[config.mk]
export PLATFORM = sky130hd
export DESIGN_NAME = program_loader
export DESIGN_NICKNAME = d
export VERILOG_FILES = /design/src/rtl/program_loader.sv
export SDC_FILE = /design/constraint.sdc
export NUM_CORES = 1
export LEC_CHECK = 0
export CAP_MARGIN = 20
export CORE_AREA = 3 3 87 130
export CTS_CLUSTER_SIZE = 25
export DETAILED_ROUTE_END_ITERATION = 7
export DIE_AREA = 0 0 90 133
export GPL_TIMING_DRIVEN = 0
export MAX_ROUTING_LAYER = met4
export PLACE_DENSITY = 0.79
export SYNTH_ARGS = -nofsm -noshare
export SYNTH_HDL_FRONTEND = slang
export SYNTH_SLANG_ARGS = --single-unit
export TNS_END_PERCENT = 30
[constraint.sdc]
create_clock -name clock -period 5.2 [get_ports clock]
set_input_delay 1.04 -clock clock [delete_from_list [all_inputs] [get_ports clock]]
set_output_delay 1.04 -clock clock [all_outputs]
set_load 0.01 [all_outputs]
[src/rtl/program_loader.sv]
// rtl/program_loader.sv - framed byte stream to instruction memory boot loader
// Holds the datapath in reset until a checksum-verified image has been written.
module program_loader #(
  parameter int          MAX_WORDS = 64,
  parameter logic [31:0] BASE_ADDR = 32'h0000_0000,
  parameter logic [7:0]  SYNC_BYTE = 8'hA5
) (
  input  logic        clock,
  input  logic        reset,
  input  logic        byteValid,
  input  logic [7:0]  byteData,
  output logic        byteReady,
  output logic        imemWrite,
  output logic [31:0] imemAddress,
  output logic [31:0] imemData,
  output logic        cpuReset,
  output logic        loadDone,
  output logic        loadError
);

  typedef enum logic [2:0] {
    IDLE, COUNT_LO, COUNT_HI, DATA, CHECK, DONE, ERROR
  } state_t;

  localparam logic [16:0] MAX_COUNT = 17'(MAX_WORDS);

  state_t      state, state_next;
  logic [15:0] word_count;
  logic [15:0] word_index;
  logic [1:0]  lane;
  logic [7:0]  checksum;
  logic [23:0] partial;

  logic        fire;
  logic [15:0] count_full;
  logic        count_bad;
  logic        last_lane;
  logic        last_word;
  logic        ready_next;

  assign fire       = byteValid && byteReady;
  assign count_full = {byteData, word_count[7:0]};
  assign count_bad  = (count_full == 16'd0) || ({1'b0, count_full} > MAX_COUNT);
  assign last_lane  = (lane == 2'd3);
  assign last_word  = ((word_index + 16'd1) == word_count);

  always_comb begin
    state_next = state;
    case (state)
      IDLE:     if (fire && byteData == SYNC_BYTE) state_next = COUNT_LO;
      COUNT_LO: if (fire) state_next = COUNT_HI;
      COUNT_HI: if (fire) state_next = count_bad ? ERROR : DATA;
      DATA:     if (fire && last_lane && last_word) state_next = CHECK;
      CHECK:    if (fire) state_next = (byteData == checksum) ? DONE : ERROR;
      default:  state_next = state;
    endcase
    ready_next = (state_next != DONE) && (state_next != ERROR);
  end

  // Ready is registered from the next state so it never depends on byteValid.
  always_ff @(posedge clock) begin
    if (reset) begin
      state       <= IDLE;
      byteReady   <= 1'b0;
      imemWrite   <= 1'b0;
      imemAddress <= BASE_ADDR;
      imemData    <= 32'd0;
      cpuReset    <= 1'b1;
      loadDone    <= 1'b0;
      loadError   <= 1'b0;
      word_count  <= 16'd0;
      word_index  <= 16'd0;
      lane        <= 2'd0;
      checksum    <= 8'd0;
      partial     <= 24'd0;
    end else begin
      state     <= state_next;
      byteReady <= ready_next;
      imemWrite <= 1'b0;
      cpuReset  <= (state_next != DONE);
      loadDone  <= (state_next == DONE);
      loadError <= (state_next == ERROR);
      case (state)
        IDLE: begin
          word_count <= 16'd0;
          word_index <= 16'd0;
          lane       <= 2'd0;
          checksum   <= 8'd0;
        end
        COUNT_LO: if (fire) word_count[7:0] <= byteData;
        COUNT_HI: if (fire) word_count[15:8] <= byteData;
        DATA: if (fire) begin
          checksum <= checksum ^ byteData;
          lane     <= lane + 2'd1;
          if (last_lane) begin
            imemWrite   <= 1'b1;
            imemData    <= {byteData, partial};
            imemAddress <= BASE_ADDR + {14'd0, word_index, 2'b00};
            word_index  <= word_index + 16'd1;
          end else begin
            partial[{lane, 3'b000} +: 8] <= byteData;
          end
        end
        default: ;
      endcase
    end
  end

endmodule
Word level (Yosys, flattened, before mapping)
Cells that the tools add are included.

Bits in registers: 122. Bits in latches: 0. Bits in writable memories: 0. ROM bits: 0. Input port bits: 11. Word-level logic and storage cells: 78. Memories kept: 0.

Add/subtract/negate cells: 3. $mul: 0. Div/mod/pow operators: 0. $lt $le $gt $ge: 1. Equal/unequal tests: 16. Shift-type cells: 2. Muxes and demuxes: 20. Bitwise operators: 4. Reduce and logical (&&, ||, !) cells: 18.

Operators with widths (count): 8-bit case mux with 2 select lines (3); 16-bit two-way mux (2); 16-bit case mux with 2 select lines (1); 24-bit bitwise mux (1); 8-bit by 7-bit variable shift with 24-bit output (first input constant) (1); 8-bit by 7-bit indexed part select with 24-bit output (1); 3-bit two-way mux (6); 16-bit by 1-bit adder with 16-bit output (second input constant) (1); 16-bit equality test (1); 16-bit by 7-bit greater-than comparator with 1-bit output (second input constant) (1); 16-bit zero test (1); 8-bit two-way mux (2); 3-bit case mux with 5 select lines (1); 3-bit equality test (second input constant) (3); 3-bit AND reduction (3); 8-bit equality test (1); 8-bit equality test (second input constant) (1); 2-bit != test (second input constant) (4); 8-bit bitwise XOR (1); 5-bit negation with 7-bit output (1); 3-bit by 2-bit equality test with 1-bit output (second input constant) (2); 3-bit != test (second input constant) (2); 2-bit AND reduction (3); 2-bit nonzero test (3); 11 further kinds (18).

Longest topological paths before layout
Gate-level depths: netlist (run 1).

Depth after elaboration: 7. Mapped depth: 9. Gate-level depth less buffers: 8.

Worst setup path after synthesis (run 1)
Ideal clock, no wire load.

Path kind: input -> register. From: input port byteValid. To: register cpuReset. Library setup time: 0.127 ns. Arrival time: 2.803 ns. Slack: 2.270 ns. Cell stages on the path: 7. Path buffers: 0. Cell sequence: nand3_1 -> a2111o_1 -> or3b_1 -> a2111oi_4 -> o211ai_2 -> o22a_1 -> or3_1.

Cells in the longest elaborated chain, start to end: 6. Elaborated cells between the ends (all ways): 11. Those cells by class: 1 x eq/ne; 6 x mux; 4 x reduce/logical.

RTL lines: start, declared (line 10) `input logic byteValid,`; 1-bit logical AND (*) (line 41) `assign fire = byteValid && byteReady;`; 1-bit logical AND (2 in series) (line 53) `DATA: if (fire && last_lane && last_word) state_next = CHECK;`; 3-bit two-way mux (line 53); 3-bit case mux with 5 select lines (*) (line 49) `case (state)`; 3-bit != test (*) (line 80) `cpuReset <= (state_next != DONE);`; end signal, assigned (line 80); end, declared (line 16) `output logic cpuReset,`.

Mark *: on every way between the ends. The rest lies on a longest branch, timed or not. A chain may end at the register's enable or synchronous reset.

Worst setup path after layout (run 1)
From: input port byteData[2]. To: register cpuReset.

Cells in the longest elaborated chain, start to end: 6. Elaborated cells between the ends (all ways): 13. Those cells by class: 1 x order compare; 3 x eq/ne; 6 x mux; 3 x reduce/logical.

RTL lines: start, declared (line 11) `input logic [7:0] byteData,`; 16-bit by 7-bit greater-than comparator with 1-bit output or 16-bit zero test (tied branches) (line 43) `assign count_bad = (count_full == 16'd0) || ({1'b0, count_full} > MAX_COUNT);`; 1-bit logical OR (line 43); 3-bit two-way mux (2 in series) (line 52) `COUNT_HI: if (fire) state_next = count_bad ? ERROR : DATA;`; 3-bit case mux with 5 select lines (*) (line 49); 3-bit != test (*) (line 80).

Marked as above.

==> impl_metrics.csv, run 1 <==
group,metric,value,unit
critical_path,worstPathArrival,3.92,ns
power,p_int,1720,uW
clock_network,cts_root_buf,"clkbuf_16",
clock_network,cts-htree-levels,4,
grt,grt_max_degree,17,
place,io_buffers,59,
critical_path,end_kind,"flop",
synth,syn_area_per_cell,7.78,um^2
grt,grt.overflow.total,0,
synth,synth_async_sr_flop_share,0,%
synth,yosys-top-cells-area,"dfxtp_1 43%, nand2_1 11%, a21oi_1 11%",
synth,synth.top_cell.area_share,43.4,%
clock_network,cts-buffers-inserted,17,
clock_network,cts_setup_buffers,0,
synth,ys_types,45,
place,gp_congestion,0.913,
timing,finalMaxSlewViolations,0,
synth,syn_inst,724,
power,share_seq_of_total_power,42.4,%
route,wl_per_cell,16.2,um
power,power_density,313,mW/mm^2
synth,synth-main-ff-cell,"dfxtp_1",
critical_path,r2r_setup_slack,1.92,ns
critical_path,cp.required,5.48,ns
clock_network,clock_latency,0.41,ns
floorplan,num_io_pins,80,
clock_network,path_clk_slew,0.05,ns
clock_network,cts_sinks,122,
cells_and_area,nFillCells,882,
synth,synth-edff-count,0,
critical_path,worst-setup-path-type,"input pin to flop",
route,postRouteAntennaNets,0,
clock_network,cts_tree,"built",
route,drc_errors,0,
floorplan,die_x,90,um
synth,yosys-top-cells-count,"167 x nand2_1, 122 x dfxtp_1, 120 x a21oi_1",
timing,fin_ws,1.57,ns
critical_path,path_max_fanout,10,
timing,setup_viol,0,
power,p_leak,0.00235,uW
synth,synth-seq-cells,122,
critical_path,crit_end,"cpuReset$_SDFF_PP1_",
timing,fin_worst_skew,0.00930,ns
route,drtIter0Drc,367,
floorplan,initial_utilization,55.0,%
synth,ys_seq_area_share,43.4,%
synth,synth.cell_area,0.00563,mm^2
grt,grt_pass1_vias,5388,
job,drv_cap,0,
timing,min_period,3.63,ns
power,p_comb_share,2.9,%
floorplan,core,0.0102,mm^2
synth,synth.most_common_cell,"nand2_1",
grt,grt_use_met3,4.84,%
cells_and_area,diodes,0,
route,routed_via_density,5.58,
cells_and_area,area_growth,25.5,%
grt,gr-max-usage-layer,"met2",
clock_network,clk_path_buf_depth,2,
synth,yosys.area.top_type,"dfxtp_1",
critical_path,r2r-start,"word_index[0]$_SDFFE_PP0P_",
critical_path,r2r_end,"loadError$_SDFF_PP0_",
timing,hold_viol,0,
place,preCtsSetupSlack,1.25,ns
cells_and_area,drive_gt1_share,7.47,%
worst_hold_path,hold_class,"flop to flop",
place,dp_hpwl,11.1,mm
grt,grt_util_met2,47.6,%
timing,timing.fmax,0.275,GHz
floorplan,die_h,133,um
power,vdd_drop_max,0.232,mV
floorplan,row_count,45,
critical_path,setup.worst_path.start_class,"input pin",
route,dr.pass1.iters,5,
timing,rsz0062_at_grt,"false",
synth,synth_warnings,0,
timing,max_slew_margin,37.1,%
power,p_sw_share,21.9,%
cells_and_area,final_nets,834,
power,clkPwrFrac,54.7,%
critical_path,cp-startpoint,"byteData[2]",
timing,finalSetupTns,0,ns
route,wirelength,15.7,mm
route,vias,5415,
clock_network,cts_resized,0,
power,switchingPower,484,uW
clock_network,ctsHoldBuffers,0,
critical_path,reg2reg_depth,9,
cells_and_area,multiInputGateArea,0.00288,mm^2
outcome,status,"finished, final reports clean",
grt,gr-usage-all-layers,27.0,%
cells_and_area,regArea,0.00244,mm^2
grt,grtUsageMet1,28.0,%
timing,post-route-period-util,69.9,%
timing,worstMarginPinSlew,0.936,ns
floorplan,die_area,0.0120,mm^2
grt,grt_pass1_wl,25.4,mm
grt,antenna_found_initial,0,
area by class of cell:
cell class	count	area share, %
inverters	6	0.319
repair buffers	59	8.36
clock inverters	13	2.37
plain buffers	71	4.85
clock buffers	19	6.27
multi-input cells	540	40.8
well taps	141	2.50
flip-flops and latches	122	34.6
stage by stage:
| stage | hold slack [ns] | util [%] | total power, uW | std cells | instance area, um^2 |
|---|---|---|---|---|---|
| after CTS | 0.454 | 68.9 | 2210 | 971 | 7070 |
| after global placement | 0.441 | 63.0 | 1020 | 939 | 6450 |
| final | 0.452 | 68.9 | 2210 | 971 | 7070 |
| after global routing | 0.470 | 68.9 | 2270 | 971 | 7070 |
| after detailed placement | 0.447 | 63.0 | 1020 | 939 | 6450 |
| after floorplan | 0.432 | - | 995 | 739 | 5690 |
worst min path at each step:
| stage | from | end | slack (ns) | depth (start not counted) |
|---|---|---|---|---|
| after floorplan | partial[0]$_SDFFE_PP0P_ | imemData[0]$_SDFFE_PP0P_ | 0.43 | 2 |
| after global placement | imemAddress[6]$_SDFFE_PP0P_ | imemAddress[6]$_SDFFE_PP0P_ | 0.44 | 2 |
| after detailed placement | imemAddress[5]$_SDFFE_PP0P_ | imemAddress[5]$_SDFFE_PP0P_ | 0.45 | 2 |
| after CTS | imemAddress[5]$_SDFFE_PP0P_ | imemAddress[5]$_SDFFE_PP0P_ | 0.45 | 2 |
| after global routing | imemAddress[7]$_SDFFE_PP0P_ | imemAddress[7]$_SDFFE_PP0P_ | 0.47 | 2 |
| final | imemAddress[7]$_SDFFE_PP0P_ | imemAddress[7]$_SDFFE_PP0P_ | 0.45 | 2 |
kinds of logic after synthesis:
group                      Yosys count  synth area share [%]
AOI/OAI and AO/OA                  159                  15.8
and+or+nand+nor                    327                  27.6
muxes                                2                 0.355
buffers and inverters               77                  6.49
adders and majority gates            6                  1.33
DFF                                122                  43.4
other                                1                0.0666
xor gates and xnor gates            30                  4.93
worst max-delay path: stages:
cell             delay, ns
clkdlybuf4s50_1       0.47
clkbuf_1              0.55
xnor2_1               0.20
nand4_1               0.12
nor4_1                0.33
nor4_1                0.09
a221oi_1              0.55
nand2b_1              0.15
or3_1                 0.42
placed cells by master, fill, tap and decap left out, types with 4 or more instances in the layout:
cell type,count
buf_4,19
clkinvlp_4,5
a21oi_1,120
buf_2,4
a211oi_1,4
nor2b_1,4
clkbuf_1,48
inv_1,6
clkdlybuf4s50_1,59
nor3_1,9
nor4_1,6
or3_1,6
nand3_1,50
nand2_1,167
o21ai_0,21
and2_1,6
xor2_1,9
ha_1,6
conb_1,16
nor2_1,32
nand3b_1,17
nand4_1,6
dfxtp_1,122
or4_1,5
xnor2_1,20
clkbuf_16,17
nor3b_1,7
power by group through the flow:
| stage | registers [uW] | clock network, uW | logic (uW) |
|---|---|---|---|
| floorplan | 956 | 0 | 39.1 |
| global placement | 956 | 0 | 61.7 |
| detailed placement | 956 | 0 | 62.2 |
| CTS | 936 | 1210 | 62.4 |
| global route | 935 | 1260 | 68.1 |
| finish | 936 | 1210 | 63.8 |
flip-flops by register name, indices dropped and copies added (netlist names):
signal       flops
byteReady        1
cpuReset         1
checksum         8
loadDone         1
loadError        1
lane             2
partial         24
imemWrite        1
imemAddress     16
word_index      16
imemData        32
word_count      16
state            3
layer usage:
layer / share of wire (%) / wire length (um)
met5: 0 / 0
met4: 4.2 / 658
met3: 5.2 / 817
met2: 52 / 8170
met1: 39 / 6090
Power figures use the tool's default switching activity.
==> run 2: changes to the inputs <==
- clock period: 5.2 -> 3.6 ns (I/O delays scaled with it)
==> results of run 2 <==
Same layout as run 1 (identical final DEF). Status: finished, final reports clean.
Main changes from that run: setup slack after placement 1.25 ns -> -0.0279 ns; setup slack after layout 1.57 ns -> 0.286 ns; register-to-register setup slack 1.92 ns -> 0.32 ns; total power 2210 uW -> 3190 uW; worst IR drop on VDD 0.232 mV -> 0.336 mV
==> edit 1 (settings of run 2) <==
Encoding of `state_t`: now one-hot (7 bits for 7 states).
--- a/src/rtl/program_loader.sv
+++ b/src/rtl/program_loader.sv
@@ -18,8 +18,8 @@
   output logic        loadError
 );
 
-  typedef enum logic [2:0] {
-    IDLE, COUNT_LO, COUNT_HI, DATA, CHECK, DONE, ERROR
+  typedef enum logic [6:0] {
+    IDLE = 7'b0000001, COUNT_LO = 7'b0000010, COUNT_HI = 7'b0000100, DATA = 7'b0001000, CHECK = 7'b0010000, DONE = 7'b0100000, ERROR = 7'b1000000
   } state_t;
 
   localparam logic [16:0] MAX_COUNT = 17'(MAX_WORDS);
Behaviour: same outputs for any inputs over 10 cycles, from zero or initial values and one cycle with reset high; not proved beyond that.
==> edit 1 against run 2 <==
  * Worst setup slack gained 0.43 ns
  * Sequential cell count grew 4
  * Cell area grew 3.9%
  * Power shrank 2.1%
  * Combinational power grew 4.9%
  * Routed wire length grew 11%
  * Non-clock buffer count grew 6
  * Via count grew 7.9%
  * Synthesized area grew 5.8%
  * Critical path type unchanged
  * Largest power group unchanged
  * Highest routed layer unchanged
==> edit 1: results (changes against run 2) <==
Status: finished, final reports clean
Synth Area in Compound Gates: 0.1630 (+0.004616)
Hold_ws: 0.4472 ns (-0.004832 ns)
Layout cells sized above 1: 0.09804 (+0.02334)
M3 GR Usage: 0.06769 (+0.01934)
Lkg Pwr: 2.529 nW (+7.6%)
Post-synthesis cell type count: 65 (+44%)
R2r worst-path depth: 7 (-2)
Fmax: 0.3470 GHz (+15%)
Vias in the first global route: 5757 (+6.8%)
Wire length on met1: 6.604 mm (+8.4%)
Arr. time, crit path: 3.22 ns (-0.38 ns)
R2R Setup Slk: 1.12 ns (+0.80 ns)
Filler cells: 861 (-2.4%)
HP Start: imemAddress[8]
Met2 wire length: 9.116 mm (+12%)
Worst Skew: 0.01058 ns (+0.001272 ns)
Post-place setup slack: 0.3672 ns (+0.3951 ns)
Crit-path max cell delay: 0.50 ns (-0.05 ns)
First-pass GRT wire length: 28.15 mm (+11%)
Largest cells by area after synthesis: dfxtp_1 42%, nand2_1 11%, a21oi_1 9.8%
Crit path to: imemAddress[16]
Routed wire length: 17.51 mm (+11%)
Mux share of post-synthesis cell area: 0.009664 (+0.006109)
Placed standard-cell area: 6779 µm² (+5.0%)
Vias: 5842 (+7.9%)
GR Util met2: 0.5314 (+0.05530)
YS warnings: 0 (unchanged)
Slew Limit Headroom: 0.3542 (-0.01731)
Final #Nets: 871 (+4.4%)
CTS clk-pin slew, worst paths: 0.06 ns
Top post-synthesis cells by count: 168 x nand2_1, 126 x dfxtp_1, 117 x a21oi_1
Drt first-iter violations: 409 (+11%)
Worst path slowest cell: clkbuf_1
Detailed placement HPWL: 12.63 mm (+14%)
Peak supply drop: 0.3442 mV (+2.5%)
Number of diodes: 0 (unchanged)
Met3 routed WL: 1.095 mm (+34%)
Hold Path End: imemAddress[8]
Met1 usage: 0.3068 (+0.02645)
Htree depth: 4 (unchanged)
Pre-antenna DRT Iters: 6 (+1)
Origin of the worst setup path: byteValid
Post-Synth Adder-Cell Area: 0.01261 (-0.0007253)
Total GRT Usage: 0.3012 (+0.03134)
Post-synthesis sequential area ratio: 0.4235 (-0.01015)
Crit path max-delay family: buffers and inverters
RR Startpoint: state[1]
Post-route cell area: 7342 µm² (+3.9%)
XOR/XNOR Fraction of Synth Area: 0.04412 (-0.005205)
GPL Wtd Cong: 0.9117 (about the same)
## edit 1: area by class of cell
class                           instances  share of cell area
Inverter                                6            0.003067
Buffer                                 77             0.05385
Clock inverter                         14             0.01823
Tap cell                              141             0.02403
Timing Repair Buffer                   59             0.08044
Sequential cell                       126              0.3436
Multi-Input combinational cell        567              0.4184
Clock buffer                           18             0.05845
## edit 1: worst reg2reg max path: cells and delay by family, from the launching register on
| family | cells | cell delay [ns] |
|---|---|---|
| flops | 1 | 0.38 |
| compound gates | 1 | 0.16 |
| buf+inv | 2 | 0.93 |
| simple gates | 4 | 0.94 |
## edit 1: power breakdown
group | internal [W] | leakage, nW | switching (W)
clock | 0.000959 | 0.260 | 0.000671
combinational | 0.0000288 | 1.25 | 0.0000679
sequential | 0.00140 | 1.01 | 0.000000495
## edit 1: metrics by stage
stage                     cells  total power [W]
after global placement      976         0.001519
after detailed placement    976         0.001520
after floorplan             776         0.001486
final                      1008         0.003122
after CTS                  1008         0.003128
after global routing       1008         0.003199
==> edit 2 (flow settings as in run 2) <==
Without the edit above. Set the parameter `MAX_WORDS` to 32 (it was 64).
--- a/src/rtl/program_loader.sv
+++ b/src/rtl/program_loader.sv
@@ -1,7 +1,7 @@
 // rtl/program_loader.sv - framed byte stream to instruction memory boot loader
 // Holds the datapath in reset until a checksum-verified image has been written.
 module program_loader #(
-  parameter int          MAX_WORDS = 64,
+  parameter int          MAX_WORDS = 32,
   parameter logic [31:0] BASE_ADDR = 32'h0000_0000,
   parameter logic [7:0]  SYNC_BYTE = 8'hA5
 ) (
Check against the original RTL: not equivalent (a bounded check fails within 10 cycles, from zero or initial values and one cycle with reset high).
==> edit 2 against run 2 <==
  * Fmax increased by 1.3%
  * Cell area increased by 1.7%
  * Clock skew decreased by 0.0020 ns
  * Sequential cell count unchanged
  * Combinational power increased by 2%
  * Synthesized area increased by 2.3%
  * Routed wire length increased by 4.7%
  * Power about the same
  * Cell count increased by 0.62%
  * Worst setup slack improved by 0.044 ns
==> edit 2: results (changes against run 2) <==
Status: finished, final reports clean
Drt first-iter violations: 468 (+28%)
Origin of the worst setup path: word_index[1]
M3 GR Usage: 0.06940 (+0.02105)
GPL Wtd Cong: 0.9156 (+0.34%)
Peak supply drop: 0.4855 mV (+45%)
Final Util: 0.7015 (+0.01197)
Placed instance count: 945 (+0.64%)
Largest cells by area after synthesis: dfxtp_1 42%, a21oi_1 10%, nand2_1 10%
Fraction of area in registers: 0.3398 (-0.005896)
Multi-input combinational area share: 0.4084 (+0.0007065)
Wire length on met1: 6.020 mm (-1.2%)
Post-Syn Instances: 731 (+0.97%)
Final #Nets: 841 (+0.84%)
Hold Path End: partial[22]
First-pass GRT wire length: 27.28 mm (+7.4%)
Worst Skew: 0.007319 ns (-0.001986 ns)
Vias per std cell: 5.651 (+1.3%)
Wire per inst: 16.87 µm (+4.1%)
Finished Layout Cells: 977 (+0.62%)
Layout cells sized above 1: 0.09569 (+0.02099)
Post-synthesis sequential area ratio: 0.4239 (-0.009794)
PortBufs: 58 (-1.7%)
Clkbuf count: 18 (-1)
Slew @ Worst Pin: 0.9232 ns (-0.01238 ns)
Placed standard-cell area: 6575 µm² (+1.9%)
Met3 routed WL: 895 µm (+9.5%)
Total GRT Usage: 0.2897 (+0.01985)
Post-route cell area: 7188 µm² (+1.7%)
HP Start: partial[22]
Min Tclk post-route: 3.270 ns (-0.04356 ns)
Post-synthesis cell type count: 59 (+31%)
Detailed placement HPWL: 12.09 mm (+8.7%)
P per Cell Area: 443.8 nW/µm² (-1.7%)
R2r worst-path depth: 8 (-1)
Met2 wire length: 8.780 mm (+7.5%)
Crit-path max cell delay: 0.51 ns (-0.04 ns)
Psw: 0.0007004 W (+0.16%)
Arr. time, crit path: 3.54 ns (-0.06 ns)
Hold_ws: 0.4520 ns (-0.0001020 ns)
Filler cells: 855 (-3.1%)
Count of multi-input gates: 547 (+1.3%)
Worst path slowest cell: or4b_4
Met1 usage: 0.2926 (+0.01230)
Vias in the first global route: 5603 (+4.0%)
## edit 2: cell types whose count changed in the layout (fill, tap and decap cells not counted), moves of 6 or more
cell / before / now
nand2_1: 167 / 159
nor2_1: 32 / 39
buf_6: 0 / 6
xor2_1: 9 / 15
clkbuf_1: 48 / 37
## edit 2: kinds of logic (layout without fill, tap and decap cells)
group / Yosys count / count (layout) / synth area share
and+or+nand+nor: 331 / 331 / 0.2827
AOI/OAI and AO/OA: 161 / 161 / 0.1516
DFF: 122 / 122 / 0.4239
buffers and inverters: 77 / 167 / 0.07644
xor gates and xnor gates: 32 / 32 / 0.04995
adders and majority gates: 6 / 6 / 0.01303
other: 1 / 16 / 0.0006508
muxes: 1 / 1 / 0.001737
## edit 2: worst min-delay path, cell delays in order (launching register included)
cell	delay [ns]
dfxtp_1	0.31
nand2_1	0.05
a21oi_1	0.05
